### src/rtl/traffic_display_scan_if.sv
// Display-stage bus: controller-side inputs and display/LED drive outputs.
interface traffic_display_scan_if;
  logic       EN;
  logic [7:0] ACOUNT;
  logic [7:0] BCOUNT;
  logic [3:0] LAMPA;
  logic [3:0] LAMPB;
  logic [6:0] SEG;
  logic [3:0] DIG;
  logic [3:0] LEDA;
  logic [3:0] LEDB;
  logic       BCD_ERR;

  // Driver side (controller / bench)
  modport master (
    output EN, ACOUNT, BCOUNT, LAMPA, LAMPB,
    input  SEG, DIG, LEDA, LEDB, BCD_ERR
  );

  // Display block side
  modport slave (
    input  EN, ACOUNT, BCOUNT, LAMPA, LAMPB,
    output SEG, DIG, LEDA, LEDB, BCD_ERR
  );
endinterface

### src/rtl/traffic_display_scan.sv
// 4-digit multiplexed 7-segment scanner and lamp LED driver for the
// traffic-light controller, with frame-coherent shadow capture.
module traffic_display_scan #(
  parameter int unsigned SCAN_DIV     = 1000,
  parameter int unsigned BLANK        = 2,
  parameter int unsigned BLINK_FRAMES = 64
) (
  input logic                  CLK,
  input logic                  RST,
  traffic_display_scan_if.slave bus
);

  localparam int unsigned PC_W = $clog2(SCAN_DIV);
  localparam int unsigned FC_W = (BLINK_FRAMES > 1) ? $clog2(BLINK_FRAMES) : 1;

  localparam logic [6:0] SEG_DASH  = 7'b1000000;
  localparam logic [6:0] SEG_OFF   = 7'b0000000;
  localparam logic [3:0] DIG_OFF   = 4'b1111;
  localparam logic [3:0] LAMP_LEFT = 4'b0001;
  localparam logic [3:0] LAMP_GRN  = 4'b0010;
  localparam logic [3:0] LAMP_YEL  = 4'b0100;
  localparam logic [3:0] LAMP_RED  = 4'b1000;
  localparam logic [3:0] LED_OFF   = 4'b0000;

  // Scan / blink state
  logic [PC_W-1:0] pc, pc_nxt;
  logic [1:0]      idx, idx_nxt;
  logic [FC_W-1:0] frame_cnt, frame_cnt_nxt;
  logic            phase, phase_nxt;

  // Frame-coherent shadows
  logic [7:0] sh_acount, sh_acount_nxt;
  logic [7:0] sh_bcount, sh_bcount_nxt;
  logic [3:0] sh_lampa, sh_lampa_nxt;
  logic [3:0] sh_lampb, sh_lampb_nxt;

  // Registered outputs
  logic [6:0] seg_q, seg_nxt;
  logic [3:0] dig_q, dig_nxt;
  logic [3:0] leda_q, leda_nxt;
  logic [3:0] ledb_q, ledb_nxt;
  logic       err_q, err_nxt;

  // Decode helpers
  logic       slot_tick_c;
  logic       frame_tick_c;
  logic       load_c;
  logic [3:0] nib_c;
  logic       nib_bad_c;

  function automatic logic [6:0] seg7(input logic [3:0] nib);
    logic [6:0] s;
    case (nib)
      4'd0:    s = 7'b0111111;
      4'd1:    s = 7'b0000110;
      4'd2:    s = 7'b1011011;
      4'd3:    s = 7'b1001111;
      4'd4:    s = 7'b1100110;
      4'd5:    s = 7'b1101101;
      4'd6:    s = 7'b1111101;
      4'd7:    s = 7'b0000111;
      4'd8:    s = 7'b1111111;
      4'd9:    s = 7'b1101111;
      default: s = SEG_DASH;
    endcase
    return s;
  endfunction

  // Legal single lamps pass through, yellow blinks, anything else forces red
  function automatic logic [3:0] led_map(input logic [3:0] code, input logic ph);
    logic [3:0] l;
    case (code)
      LAMP_LEFT, LAMP_GRN, LAMP_RED: l = code;
      LAMP_YEL:                      l = ph ? LAMP_YEL : LED_OFF;
      default:                       l = LAMP_RED;
    endcase
    return l;
  endfunction

  // Next-state and next-output computation from the current state
  always_comb begin
    pc_nxt        = pc;
    idx_nxt       = idx;
    frame_cnt_nxt = frame_cnt;
    phase_nxt     = phase;
    sh_acount_nxt = sh_acount;
    sh_bcount_nxt = sh_bcount;
    sh_lampa_nxt  = sh_lampa;
    sh_lampb_nxt  = sh_lampb;
    seg_nxt       = SEG_OFF;
    dig_nxt       = DIG_OFF;
    err_nxt       = err_q;

    slot_tick_c  = (pc == PC_W'(SCAN_DIV - 1));
    frame_tick_c = slot_tick_c && (idx == 2'd3);
    load_c       = (idx == 2'd0) && (pc == '0);

    pc_nxt = slot_tick_c ? '0 : pc + PC_W'(1);
    if (slot_tick_c) begin
      idx_nxt = idx + 2'd1;
    end

    // Blink half-period counted in whole frames, toggled at the 3->0 tick
    if (frame_tick_c) begin
      if (frame_cnt == FC_W'(BLINK_FRAMES - 1)) begin
        frame_cnt_nxt = '0;
        phase_nxt     = ~phase;
      end else begin
        frame_cnt_nxt = frame_cnt + FC_W'(1);
      end
    end

    if (load_c) begin
      sh_acount_nxt = bus.ACOUNT;
      sh_bcount_nxt = bus.BCOUNT;
      sh_lampa_nxt  = bus.LAMPA;
      sh_lampb_nxt  = bus.LAMPB;
    end

    case (idx)
      2'd0:    nib_c = sh_acount[7:4];
      2'd1:    nib_c = sh_acount[3:0];
      2'd2:    nib_c = sh_bcount[7:4];
      default: nib_c = sh_bcount[3:0];
    endcase
    nib_bad_c = (nib_c > 4'd9);

    if (!bus.EN || nib_bad_c) begin
      seg_nxt = SEG_DASH;
    end else if (!idx[0] && (nib_c == 4'd0)) begin
      seg_nxt = SEG_OFF;
    end else begin
      seg_nxt = seg7(nib_c);
    end

    if (!bus.EN) begin
      err_nxt = 1'b0;
    end else if (nib_bad_c) begin
      err_nxt = 1'b1;
    end

    if (pc >= PC_W'(BLANK)) begin
      dig_nxt = ~(4'b0001 << idx);
    end

    leda_nxt = led_map(sh_lampa, phase);
    ledb_nxt = led_map(sh_lampb, phase);
  end

  // State and output registers
  always_ff @(posedge CLK or posedge RST) begin
    if (RST) begin
      pc        <= '0;
      idx       <= '0;
      frame_cnt <= '0;
      phase     <= 1'b1;
      sh_acount <= '0;
      sh_bcount <= '0;
      sh_lampa  <= LAMP_RED;
      sh_lampb  <= LAMP_RED;
      seg_q     <= SEG_OFF;
      dig_q     <= DIG_OFF;
      leda_q    <= LAMP_RED;
      ledb_q    <= LAMP_RED;
      err_q     <= 1'b0;
    end else begin
      pc        <= pc_nxt;
      idx       <= idx_nxt;
      frame_cnt <= frame_cnt_nxt;
      phase     <= phase_nxt;
      sh_acount <= sh_acount_nxt;
      sh_bcount <= sh_bcount_nxt;
      sh_lampa  <= sh_lampa_nxt;
      sh_lampb  <= sh_lampb_nxt;
      seg_q     <= seg_nxt;
      dig_q     <= dig_nxt;
      leda_q    <= leda_nxt;
      ledb_q    <= ledb_nxt;
      err_q     <= err_nxt;
    end
  end

  assign bus.SEG     = seg_q;
  assign bus.DIG     = dig_q;
  assign bus.LEDA    = leda_q;
  assign bus.LEDB    = ledb_q;
  assign bus.BCD_ERR = err_q;

endmodule

### src/flat_wrapper.sv
// flat-port wrapper written by rule: the top's interface ports become plain ports
module traffic_display_scan_flat 
#(
  parameter int unsigned SCAN_DIV     = 1000,
  parameter int unsigned BLANK        = 2,
  parameter int unsigned BLINK_FRAMES = 64
)
  (CLK, RST, bus_EN, bus_ACOUNT, bus_BCOUNT, bus_LAMPA, bus_LAMPB, bus_SEG, bus_DIG, bus_LEDA, bus_LEDB, bus_BCD_ERR);
  traffic_display_scan_if bus_i ();
  input logic CLK;
  input logic RST;
  input wire logic [$bits(bus_i.EN)-1:0] bus_EN;
  input wire logic [$bits(bus_i.ACOUNT)-1:0] bus_ACOUNT;
  input wire logic [$bits(bus_i.BCOUNT)-1:0] bus_BCOUNT;
  input wire logic [$bits(bus_i.LAMPA)-1:0] bus_LAMPA;
  input wire logic [$bits(bus_i.LAMPB)-1:0] bus_LAMPB;
  output wire logic [$bits(bus_i.SEG)-1:0] bus_SEG;
  output wire logic [$bits(bus_i.DIG)-1:0] bus_DIG;
  output wire logic [$bits(bus_i.LEDA)-1:0] bus_LEDA;
  output wire logic [$bits(bus_i.LEDB)-1:0] bus_LEDB;
  output wire logic [$bits(bus_i.BCD_ERR)-1:0] bus_BCD_ERR;
  assign bus_i.EN = bus_EN;
  assign bus_i.ACOUNT = bus_ACOUNT;
  assign bus_i.BCOUNT = bus_BCOUNT;
  assign bus_i.LAMPA = bus_LAMPA;
  assign bus_i.LAMPB = bus_LAMPB;
  assign bus_SEG = bus_i.SEG;
  assign bus_DIG = bus_i.DIG;
  assign bus_LEDA = bus_i.LEDA;
  assign bus_LEDB = bus_i.LEDB;
  assign bus_BCD_ERR = bus_i.BCD_ERR;
  traffic_display_scan #(.SCAN_DIV(SCAN_DIV), .BLANK(BLANK), .BLINK_FRAMES(BLINK_FRAMES)) u_core (.CLK(CLK), .RST(RST), .bus(bus_i));
endmodule
### config.mk
export PLATFORM = sky130hd
export DESIGN_NAME = traffic_display_scan_flat
export DESIGN_NICKNAME = d
export VERILOG_FILES = /design/src/rtl/traffic_display_scan_if.sv /design/src/rtl/traffic_display_scan.sv /design/src/flat_wrapper.sv
export SDC_FILE = /design/constraint.sdc
export NUM_CORES = 1
export LEC_CHECK = 0
export BUFFER_PORTS_ARGS = -buffer_cell sky130_fd_sc_hd__buf_2
export CORE_MARGIN = 3
export CORE_UTILIZATION = 51
export DETAILED_ROUTE_END_ITERATION = 8
export PLACE_DENSITY = 0.76
export SLEW_MARGIN = 20
export SYNTH_ARGS = -nofsm -noshare
export SYNTH_HDL_FRONTEND = slang
export SYNTH_SLANG_ARGS = --single-unit
### constraint.sdc
create_clock -name CLK -period 2.53 [get_ports CLK]
set_input_delay 0.506 -clock CLK [delete_from_list [all_inputs] [get_ports CLK]]
set_output_delay 0.506 -clock CLK [all_outputs]
set_load 0.05 [all_outputs]
==> metrics, run 1 <==
status=finished, final reports clean; Seq/Total Area, Yosys=a little over half; Crit Path Class=reg2reg; TNS Setup=0 ns; critical-path cell list=inv_1 -> ha_1 -> a22oi_1 -> nand2_1 -> mux2_2 -> inv_2 -> ha_2 -> nor2_1 -> nor4_1 -> o221a_2; main combinational cell family by area after synthesis=simple AND/OR/NAND/NOR gates; drt drc=0; mux cell area share after synthesis=between 10% and 20%; clk_skew=between 0.007 and 0.008 ns; DRT Pass-1 Iters=4; XOR/XNOR Fraction of Synth Area=roughly 3.2%; Antenna Nets Post-Route=0; HP Class=in2async; Ys Warns=0; vias in the first global route=about 2,000; Slew Limit Headroom=around half; RSZ-0062 raised after global routing=no; total CTS buffers=9; Adder-Cell Fraction of Synth Area=a little over 7%; Ant. Diodes=0; min Tclk post-route=roughly 2.4 ns; FF+latch count, synth=63; crit-path max cell delay=0.41 ns; FP Rows=27; Die Y=82.6 um; port bufs=46; Non-Filler Instances=387; Primary FF master, synth=dfrtp_1; maximum clock frequency=between 400 and 500 MHz; initial DRC count=122; Total GRT Usage=~17%; CP max stage cell=dfrtp_2; CTS tree=done; reg2reg setup slack=approximately 0.14 ns; Synth Area in Compound Gates=9.79%; Cell Pwr Density=599 nW/um^2; Static Leak=0.00168 uW; Synth async-reset ratio=100%; post-synthesis cell type count=50; maximum VDD drop=0.449 mV; r2r startpoint=u_core.idx[0]; starting density of the core=a little over half; simple-gate share of the synthesized area=roughly 13%; hold buffer count at cts=0; grt ovf=0; placed insts=roughly 370; chip width=around 83 um; Least-Margin Pin Slew=0.770 ns; Total Die Area=6820 sq um; share of cells above drive strength 1=between 30% and 40%; first-pass GRT wire length=between 8000 and 9000 um; via count=~2,100; clock tree buffer depth=2; total I/O pin count=47; Max Fanout on Critical Path=5; Post-synth EDFFs=0; syn nets=293; max_cap viols=0; Final Max Tran Viols=0; H-tree levels=3; Post-Synthesis Cells=roughly 250; Area Overhead vs Synth=18.9%; Final Hold Fails=0; CTS sink cnt=63; Final Setup Violations=0; root buffer cell=clkbuf_8; Clock transition at path regs=roughly 0.07 ns; largest net degree at the start of global routing=between 60 and 70; fin crit share=94.6%; hpwl dp=around 4000 um; Mean Syn Cell Area=about 12 sq um; Worst setup EP type=register; Mapped Area=2990 sq um; Crit path required time=about 2.8 ns; Startpoint Class=register; total wire length=5530 um; Routability Congestion=about 0.84; initial antenna violation count=0; Final nets=~350; vias per cell=between 5 and 6; core area=about 5600 sq um; Arr. time, crit path=approximately 2.7 ns; wire per inst=~14 um; worst setup path startpoint=u_core.idx[0]; Clock Latency Late Sink=~0.34 ns
-- power breakdown --
part / switching, uW / internal (uW) / total (uW)
clock: 368 / 533 / 901
combinational: 106 / 64.9 / 171
sequential: 19.6 / 1040 / 1060
-- cells in the final DEF, fill, tap and decap left out, types with 3 or more instances in the layout --
| cell | instances |
|---|---|
| ha_1 | 15 |
| a21oi_1 | 6 |
| dfstp_2 | 9 |
| inv_1 | 7 |
| buf_4 | 7 |
| dfrtp_1 | 53 |
| nand3_1 | 6 |
| nand2_1 | 21 |
| clkbuf_8 | 12 |
| inv_2 | 3 |
| buf_2 | 46 |
| mux2_2 | 28 |
| and3_1 | 3 |
| a22oi_1 | 3 |
| o21ai_0 | 10 |
| nor4_1 | 4 |
| xnor2_1 | 6 |
| o21a_1 | 4 |
| xor2_1 | 5 |
| nor2_1 | 10 |
| and2_1 | 4 |
| nor3_1 | 4 |
-- Yosys cell counts, types with 2 or more instances --
| library cell | instances | area share, % |
|---|---|---|
| a21oi_1 | 7 | 1.2 |
| a22oi_1 | 3 | 0.75 |
| a32o_1 | 2 | 0.67 |
| and2_1 | 4 | 0.84 |
| and2_2 | 2 | 0.50 |
| and3_1 | 3 | 0.63 |
| buf_6 | 2 | 0.75 |
| dfrtp_1 | 54 | 45 |
| dfstp_2 | 9 | 7.9 |
| ha_1 | 17 | 7.1 |
| inv_1 | 10 | 1.3 |
| mux2_2 | 28 | 11 |
| mux2i_1 | 2 | 0.67 |
| nand2_1 | 21 | 2.6 |
| nand2b_1 | 2 | 0.42 |
| nand3_1 | 6 | 1.0 |
| nand4_1 | 2 | 0.42 |
| nor2_1 | 10 | 1.3 |
| nor2b_1 | 3 | 0.63 |
| nor3_1 | 4 | 0.67 |
| nor4_1 | 4 | 0.84 |
| nor4b_1 | 2 | 0.59 |
| o211ai_1 | 2 | 0.50 |
| o21a_1 | 4 | 1.0 |
| o21ai_0 | 10 | 1.7 |
| o31ai_1 | 2 | 0.50 |
| or4_1 | 2 | 0.50 |
| xnor2_1 | 6 | 1.8 |
| xor2_1 | 5 | 1.5 |
-- per-layer routing --
metal	wire (um)	vias to the layer above	track usage (%)
li1	-	1016	-
met1	2620	1029	22.6
met2	2500	50	26.8
met3	336	7	6.40
met4	81	0	6.21
met5	0	-	0
-- logic make-up after synthesis --
logic type,Yosys count
DFF,63
muxes,30
AOI/OAI and AO/OA,41
and+or+nand+nor,74
buffers and inverters,13
xor gates and xnor gates,11
adders and majority gates,17
-- sequential cells by signal (all words and copies together) (netlist names), 2 cells and up --
register / flops
u_core.bus.LEDB: 4
u_core.sh_lampb: 4
u_core.sh_bcount: 8
u_core.bus.LEDA: 4
u_core.idx: 2
u_core.bus.DIG: 4
u_core.frame_cnt: 6
u_core.sh_lampa: 4
u_core.sh_acount: 8
u_core.pc: 10
u_core.bus.SEG: 7
-- worst max-delay path: cells and delay by family, from the launching register on --
kind / cells / cell delay, ns
flip-flops: 1 / 0.41
AO/OA/AOI/OAI: 2 / 0.43
adder cells (fa/ha/maj): 2 / 0.41
AND/OR/NAND/NOR: 3 / 0.55
multiplexers: 1 / 0.32
buffers and inverters: 2 / 0.20
-- metrics by stage --
| step | hold WS, ns | power (uW) | utilization (%) | area (sq um) | worst slack, ns |
|---|---|---|---|---|---|
| 2_1_floorplan | 0.454 | 1190 | - | 2990 | 0.170 |
| 3_3_place_gp | 0.477 | 1250 | 59.1 | 3310 | 0.112 |
| 3_5_place_dp | 0.476 | 1250 | 59.1 | 3310 | 0.00115 |
| 4_1_cts | 0.384 | 2160 | 63.0 | 3530 | 0.00941 |
| 5_1_grt | 0.388 | 2220 | 63.5 | 3560 | 0.00476 |
| 6_report | 0.387 | 2130 | 63.5 | 3560 | 0.137 |
-- layout make-up --
class | count | area (sq um)
Sequential cell | 63 | 1590
Tap cell | 72 | 90.1
Multi-Input combinational cell | 173 | 1350
Fill cell | 472 | 2050
Inverter | 10 | 37.5
Clock inverter | 3 | 40.0
Clock buffer | 13 | 169
Timing Repair Buffer | 53 | 283
-- path summary, 6_finish.rpt --
check	end	depth (start not counted)
worst min register to register	u_core.pc[0]	1
worst max register to register	u_core.bus.SEG[1]	10
worst min-delay path	u_core.frame_cnt[5]	3
worst max-delay path	u_core.bus.SEG[1]	10
max in group asynchronous	u_core.idx[0]	3
min in group CLK	u_core.sh_bcount[6]	2
-- timing repair --
| action | CTS | global route |
|---|---|---|
| setup endpoints to repair | 3 | 6 |
| gates resized for setup | 2 | 5 |
| buffers inserted | 1 | 2 |
Note: power is estimated with default switching activity, not from simulation.
==> run 2, diff against run 1 <==
CTS_BUF_LIST = sky130_fd_sc_hd__clkbuf_4 sky130_fd_sc_hd__clkbuf_8 sky130_fd_sc_hd__clkbuf_16   (was not set)
==> metrics, run 2 (same netlist as run 1, synthesis figures left out) <==
HP Class=in2async; Antenna Nets Post-Route=0 (unchanged); status=finished, final reports clean; RSZ-0062 raised after global routing=no; final worst slack=0.137 ns (+0.000111 ns); maximum VDD drop=0.449 mV (about the same); Crit Path Class=reg2reg; hpwl dp=3900 um (unchanged); Clk pwr share=42.5% (+0.3 points); wire per inst=14.3 um (about the same); Clock Latency Late Sink=0.33 ns (about the same); DRT Pass-1 Iters=4 (unchanged); Clock transition at path regs=0.07 ns (about the same); vias per cell=5.43 (unchanged); pre-CTS setup slack=0.00115 ns (unchanged); most frequent cells in the layout=53 x dfrtp_1, 46 x buf_2, 28 x mux2_2; Non-Filler Instances=387 (unchanged); commonest non-fill, non-tap cell in the layout=dfrtp_1; CTS sink cnt=63 (unchanged); Cell Pwr Density=601 nW/um^2 (+0.32%); Total Die Area=6820 sq um (unchanged); Least-Margin Pin Slew=0.770 ns (+0.000131 ns); share of cells above drive strength 1=39.4% (+0.32 points); placed insts=368 (unchanged); H-tree levels=3 (unchanged); share of power burned in registers=49.5% (-0.3 points); fillers=470 (-0.42%); Final Max Tran Viols=0 (unchanged); Final Setup Violations=0 (unchanged); Max Fanout on Critical Path=5 (unchanged); Combinational Power Share=8.0% (about the same); Final Cell Area=3560 sq um (+0.11%); Worst setup EP type=register; grt ovf=0 (unchanged); Die Y=82.6 um (unchanged); total I/O pin count=47 (unchanged); initial antenna violation count=0 (unchanged); area of the multi-input gates=1350 sq um (unchanged); Largest register FFs=10 (unchanged); total CTS buffers=9 (unchanged); final core occ=63.5% (+0.067 points); clock tree buffer depth=2 (unchanged); Final Hold Fails=0 (unchanged); FP Rows=27 (unchanged); drt drc=0 (unchanged); P_sw=492 uW (-0.36%); clk_skew=0.00781 ns (-0.0000535 ns); register with the most flip-flops=u_core.pc; fin crit share=94.6% (about the same); Routability Congestion=0.841 (unchanged); initial DRC count=128 (+4.9%); Ant. Diodes=0 (unchanged); Startpoint Class=register; min Tclk post-route=2.39 ns (-0.000111 ns); max_cap viols=0 (unchanged); total wire length=5530 um (about the same); FF+latch area=1590 sq um (unchanged); Total GRT Usage=17.5% (+0.023 points); internal power=1650 uW (+0.66%); port bufs=46 (unchanged); Crit path required time=2.80 ns (about the same); maximum clock frequency=418 MHz (about the same); Sw Ratio=23.0% (-0.18 points); core area=5610 sq um (unchanged); TNS Setup=0 ns (unchanged); Final nets=354 (unchanged); placed cell area=3310 sq um (unchanged); Area Overhead vs Synth=19.1%; Static Leak=0.00168 uW (+0.20%); via count=2,102 (unchanged); CTS tree=done; top flop regs=u_core.pc: 10 flops, u_core.sh_acount: 8 flops, u_core.sh_bcount: 8 flops; Slew Limit Headroom=48.7% (about the same); largest net degree at the start of global routing=64 (unchanged); first-pass GRT wire length=8900 um (+0.16%); Arr. time, crit path=2.66 ns (about the same); root buffer cell=clkbuf_8; chip width=82.6 um (unchanged); vias in the first global route=1,971 (-0.051%); starting density of the core=53.3% (unchanged)
run 2: cell counts in the layout (fill, tap and decap cells not counted):
No cell type changed its count.
run 2: final cells by class:
type / instances / share of cell area [%]
flip-flops and latches: 63 / 44.6
well taps: 72 / 2.53
repair buffers: 53 / 7.94
clock inverters: 3 / 1.12
clock buffers: 13 / 4.85
multi-input cells: 173 / 37.9
inverters: 10 / 1.05
run 2: what timing repair did:
item                                   4_1_cts  5_1_grt
pin swaps                                    0        0
endpoints found under the hold margin        0        0
gates resized for setup                      2        5
setup endpoints to repair                    3        6
buffers inserted                             1        2
hold buffers                                 0        0
run 2: critical path, stage by stage, from the launching register on:
cell     delay (ns)
dfrtp_2        0.41
inv_1          0.10
ha_1           0.22
a22oi_1        0.15
nand2_1        0.07
mux2_2         0.32
inv_2          0.10
ha_2           0.19
nor2_1         0.07
nor4_1         0.41
o221a_2        0.28
run 2: layer usage:
layer / track usage (%) / share of wire [%]
met4: 6.21 / 1.3
met5: 0 / 0
met3: 6.40 / 6.1
met1: 22.7 / 47
met2: 26.8 / 45
run 2: power by group through the flow:
stage          clock [uW]  sequential [uW]  combinational [uW]
2_1_floorplan           0             1120                76.9
3_3_place_gp            0             1080                 167
3_5_place_dp            0             1080                 171
4_1_cts               935             1060                 171
5_1_grt               978             1060                 188
6_report              910             1060                 171
run 2: worst paths after layout:
check | startpoint | end | slack (ns) | cells after the start
worst max register to register | u_core.idx[0] | u_core.bus.SEG[1] | 0.14 | 10
worst max-delay path | u_core.idx[0] | u_core.bus.SEG[1] | 0.14 | 10
min in group CLK | bus_BCOUNT[6] | u_core.sh_bcount[6] | 0.40 | 2
worst min-delay path | RST | u_core.frame_cnt[5] | 0.39 | 3
max in group asynchronous | RST | u_core.idx[0] | 1.60 | 3
worst min register to register | u_core.pc[0] | u_core.pc[0] | 0.48 | 1
run 2: through the flow:
step | hold WS, ns | total power, uW
4_1_cts | 0.384 | 2170
3_5_place_dp | 0.476 | 1250
6_report | 0.389 | 2140
5_1_grt | 0.388 | 2230
2_1_floorplan | 0.454 | 1190
3_3_place_gp | 0.477 | 1250
==> run 3, diff against run 2 <==
--- a/config.mk
+++ b/config.mk
@@ -11,5 +11,5 @@
 export CTS_BUF_LIST = sky130_fd_sc_hd__clkbuf_4 sky130_fd_sc_hd__clkbuf_8 sky130_fd_sc_hd__clkbuf_16
 export DETAILED_ROUTE_END_ITERATION = 8
-export PLACE_DENSITY = 0.76
+export PLACE_DENSITY = 0.82
 export SLEW_MARGIN = 20
 export SYNTH_ARGS = -nofsm -noshare
==> constraint.sdc (replaced) <==
create_clock -name CLK -period 2.53 [get_ports CLK]
set_input_delay 0.1265 -clock CLK [delete_from_list [all_inputs] [get_ports CLK]]
set_output_delay 0.1265 -clock CLK [all_outputs]
set_load 0.05 [all_outputs]
==> metrics, run 3 (same netlist as run 1, synthesis figures left out) <==
status=complete, but fails checks; failing checks=hold timing; Final Hold Fails=3 (+3); clk_skew=0.00854 ns (+0.000735 ns); Worst setup EP type=register; Static Leak=0.00168 uW (about the same); Clock transition at path regs=0.07 ns (about the same); hpwl dp=4110 um (+5.4%); pre-CTS setup slack=0.0419 ns (+0.0407 ns); Final nets=356 (+0.56%); hold buffer count at cts=0 (unchanged); clock tree buffer depth=2 (unchanged); root buffer cell=clkbuf_8; Antenna Nets Post-Route=0 (unchanged); Arr. time, crit path=2.66 ns (about the same); top sig layer=met4; initial DRC count=122 (-4.7%); vias in the first global route=2,084 (+5.7%); Die Y=82.6 um (unchanged); Final Max Tran Viols=0 (unchanged); share of cells above drive strength 1=40.1% (+0.70 points); Total GRT Usage=18.9% (+1.4 points); total wire length=5650 um (+2.2%); register with the most flip-flops=u_core.pc; H-tree levels=3 (unchanged); Crit path required time=2.79 ns (about the same); Area Overhead vs Synth=18.9%; r2r startpoint=u_core.idx[1]; wire per inst=14.5 um (+1.7%); maximum clock frequency=416 MHz (-0.51%); total CTS buffers=9 (unchanged); via count=2,082 (-0.95%); Fin Hold WS=-0.00553 ns (-0.395 ns); top flop regs=u_core.pc: 10 flops, u_core.sh_acount: 8 flops, u_core.sh_bcount: 8 flops; Largest register FFs=10 (unchanged); Routability Congestion=0.860 (+2.2%); drt drc=0 (unchanged); final worst slack=0.125 ns (-0.0123 ns); R2R Path End=u_core.bus.SEG[0]; Final Setup Violations=0 (unchanged); most frequent cells in the layout=53 x dfrtp_1, 46 x buf_2, 28 x mux2_2; Crit Path Class=reg2reg; core area=5610 sq um (unchanged); HP Class=in2async; CTS sink cnt=63 (unchanged); R2R depth=10 (unchanged); Met1 Wirelength=2560 um (-2.1%); port bufs=46 (unchanged); reg2reg setup slack=0.13 ns (about the same); chip width=82.6 um (unchanged); Least-Margin Pin Slew=0.772 ns (+0.00212 ns); Max Fanout on Critical Path=5 (unchanged); commonest non-fill, non-tap cell in the layout=dfrtp_1; grt ovf=0 (unchanged); first-pass GRT wire length=9560 um (+7.4%); Ant. Diodes=0 (unchanged); Startpoint Class=register; power after layout=2040 uW (-4.6%); Clock Latency Late Sink=0.34 ns (about the same); maximum VDD drop=0.335 mV (-25%); metal3 WL=342 um (+2.1%); starting density of the core=53.3% (unchanged); Cell Pwr Density=574 nW/um^2 (-4.5%); total I/O pin count=47 (unchanged); Total Die Area=6820 sq um (unchanged); fin crit share=95.1% (+0.49 points); vias per cell=5.35 (-1.5%); CTS tree=done; FP Rows=27 (unchanged); largest net degree at the start of global routing=64 (unchanged); min Tclk post-route=2.40 ns (+0.0123 ns); wire length on met2=2600 um (+3.8%); initial antenna violation count=0 (unchanged); Slew Limit Headroom=48.5% (-0.14 points); max_cap viols=0 (unchanged); DRT Pass-1 Iters=4 (unchanged)
## run 3: cell count changes in the layout (fill, tap and decap cells not counted), sizes merged
cell	change
buf	+2
bufinv	-1
clkbuf	+2
clkinv	-1
## run 3: worst max-delay path, stage by stage (launching register included)
cell	delay, ns
dfrtp_1	0.39
inv_1	0.10
ha_2	0.22
a22oi_2	0.20
nand2_1	0.07
mux2_2	0.32
inv_2	0.10
ha_2	0.19
nor2_1	0.07
or4_1	0.56
o21ai_0	0.11
## run 3: through the flow
step | util (%) | std cells | cell area [sq um] | hold WS, ns | setup TNS [ns]
global route | 63.5 | 389 | 3560 | 0.0118 | -0.0308
detailed placement | 59.5 | 371 | 3340 | 0.363 | 0
finish | 63.5 | 389 | 3560 | -0.00553 | 0
floorplan | - | 249 | 2990 | 0.249 | 0
global placement | 59.5 | 371 | 3340 | 0.359 | 0
CTS | 63.0 | 387 | 3530 | 0.000133 | 0
## run 3: routing by layer
| metal | global-route usage (%) | vias to the layer above |
|---|---|---|
| met3 | 5.42 | 14 |
| met2 | 29.2 | 49 |
| li1 | - | 1018 |
| met1 | 23.8 | 1001 |
| met4 | 10.3 | 0 |
| met5 | 0 | - |
## run 3: worst max path at each step
stage	start	to	slack, ns	cells after the start
3_5_place_dp	u_core.idx[0]	u_core.bus.SEG[0]	0.04	9
4_1_cts	u_core.idx[1]	u_core.bus.SEG[0]	0.02	10
2_1_floorplan	u_core.idx[0]	u_core.bus.SEG[2]	0.17	10
3_3_place_gp	u_core.idx[0]	u_core.bus.SEG[5]	0.14	9
5_1_grt	u_core.idx[0]	u_core.bus.SEG[2]	-0.02	11
6_report	u_core.idx[1]	u_core.bus.SEG[0]	0.13	10
## run 3: what timing repair did
| action | 4_1_cts | 5_1_grt |
|---|---|---|
| gates resized for setup | 3 | 5 |
| buffers inserted | 0 | 2 |
| endpoints found under the setup margin | 3 | 5 |
## run 3: report_power, final
group / internal, uW / leakage (uW) / switching, uW / total, uW
Sequential: 1040 / 0.000771 / 20.0 / 1060
Combinational: 65.4 / 0.000808 / 108 / 173
Clock: 452 / 0.000101 / 356 / 808
## run 3: area by class of cell
cell class / count / area [sq um]
Clock buffer: 15 / 181
Clock inverter: 1 / 5.00
Fill cell: 457 / 2050
Inverter: 10 / 37.5
Multi-Input combinational cell: 173 / 1360
Sequential cell: 63 / 1590
Tap cell: 72 / 90.1
Timing Repair Buffer: 55 / 298
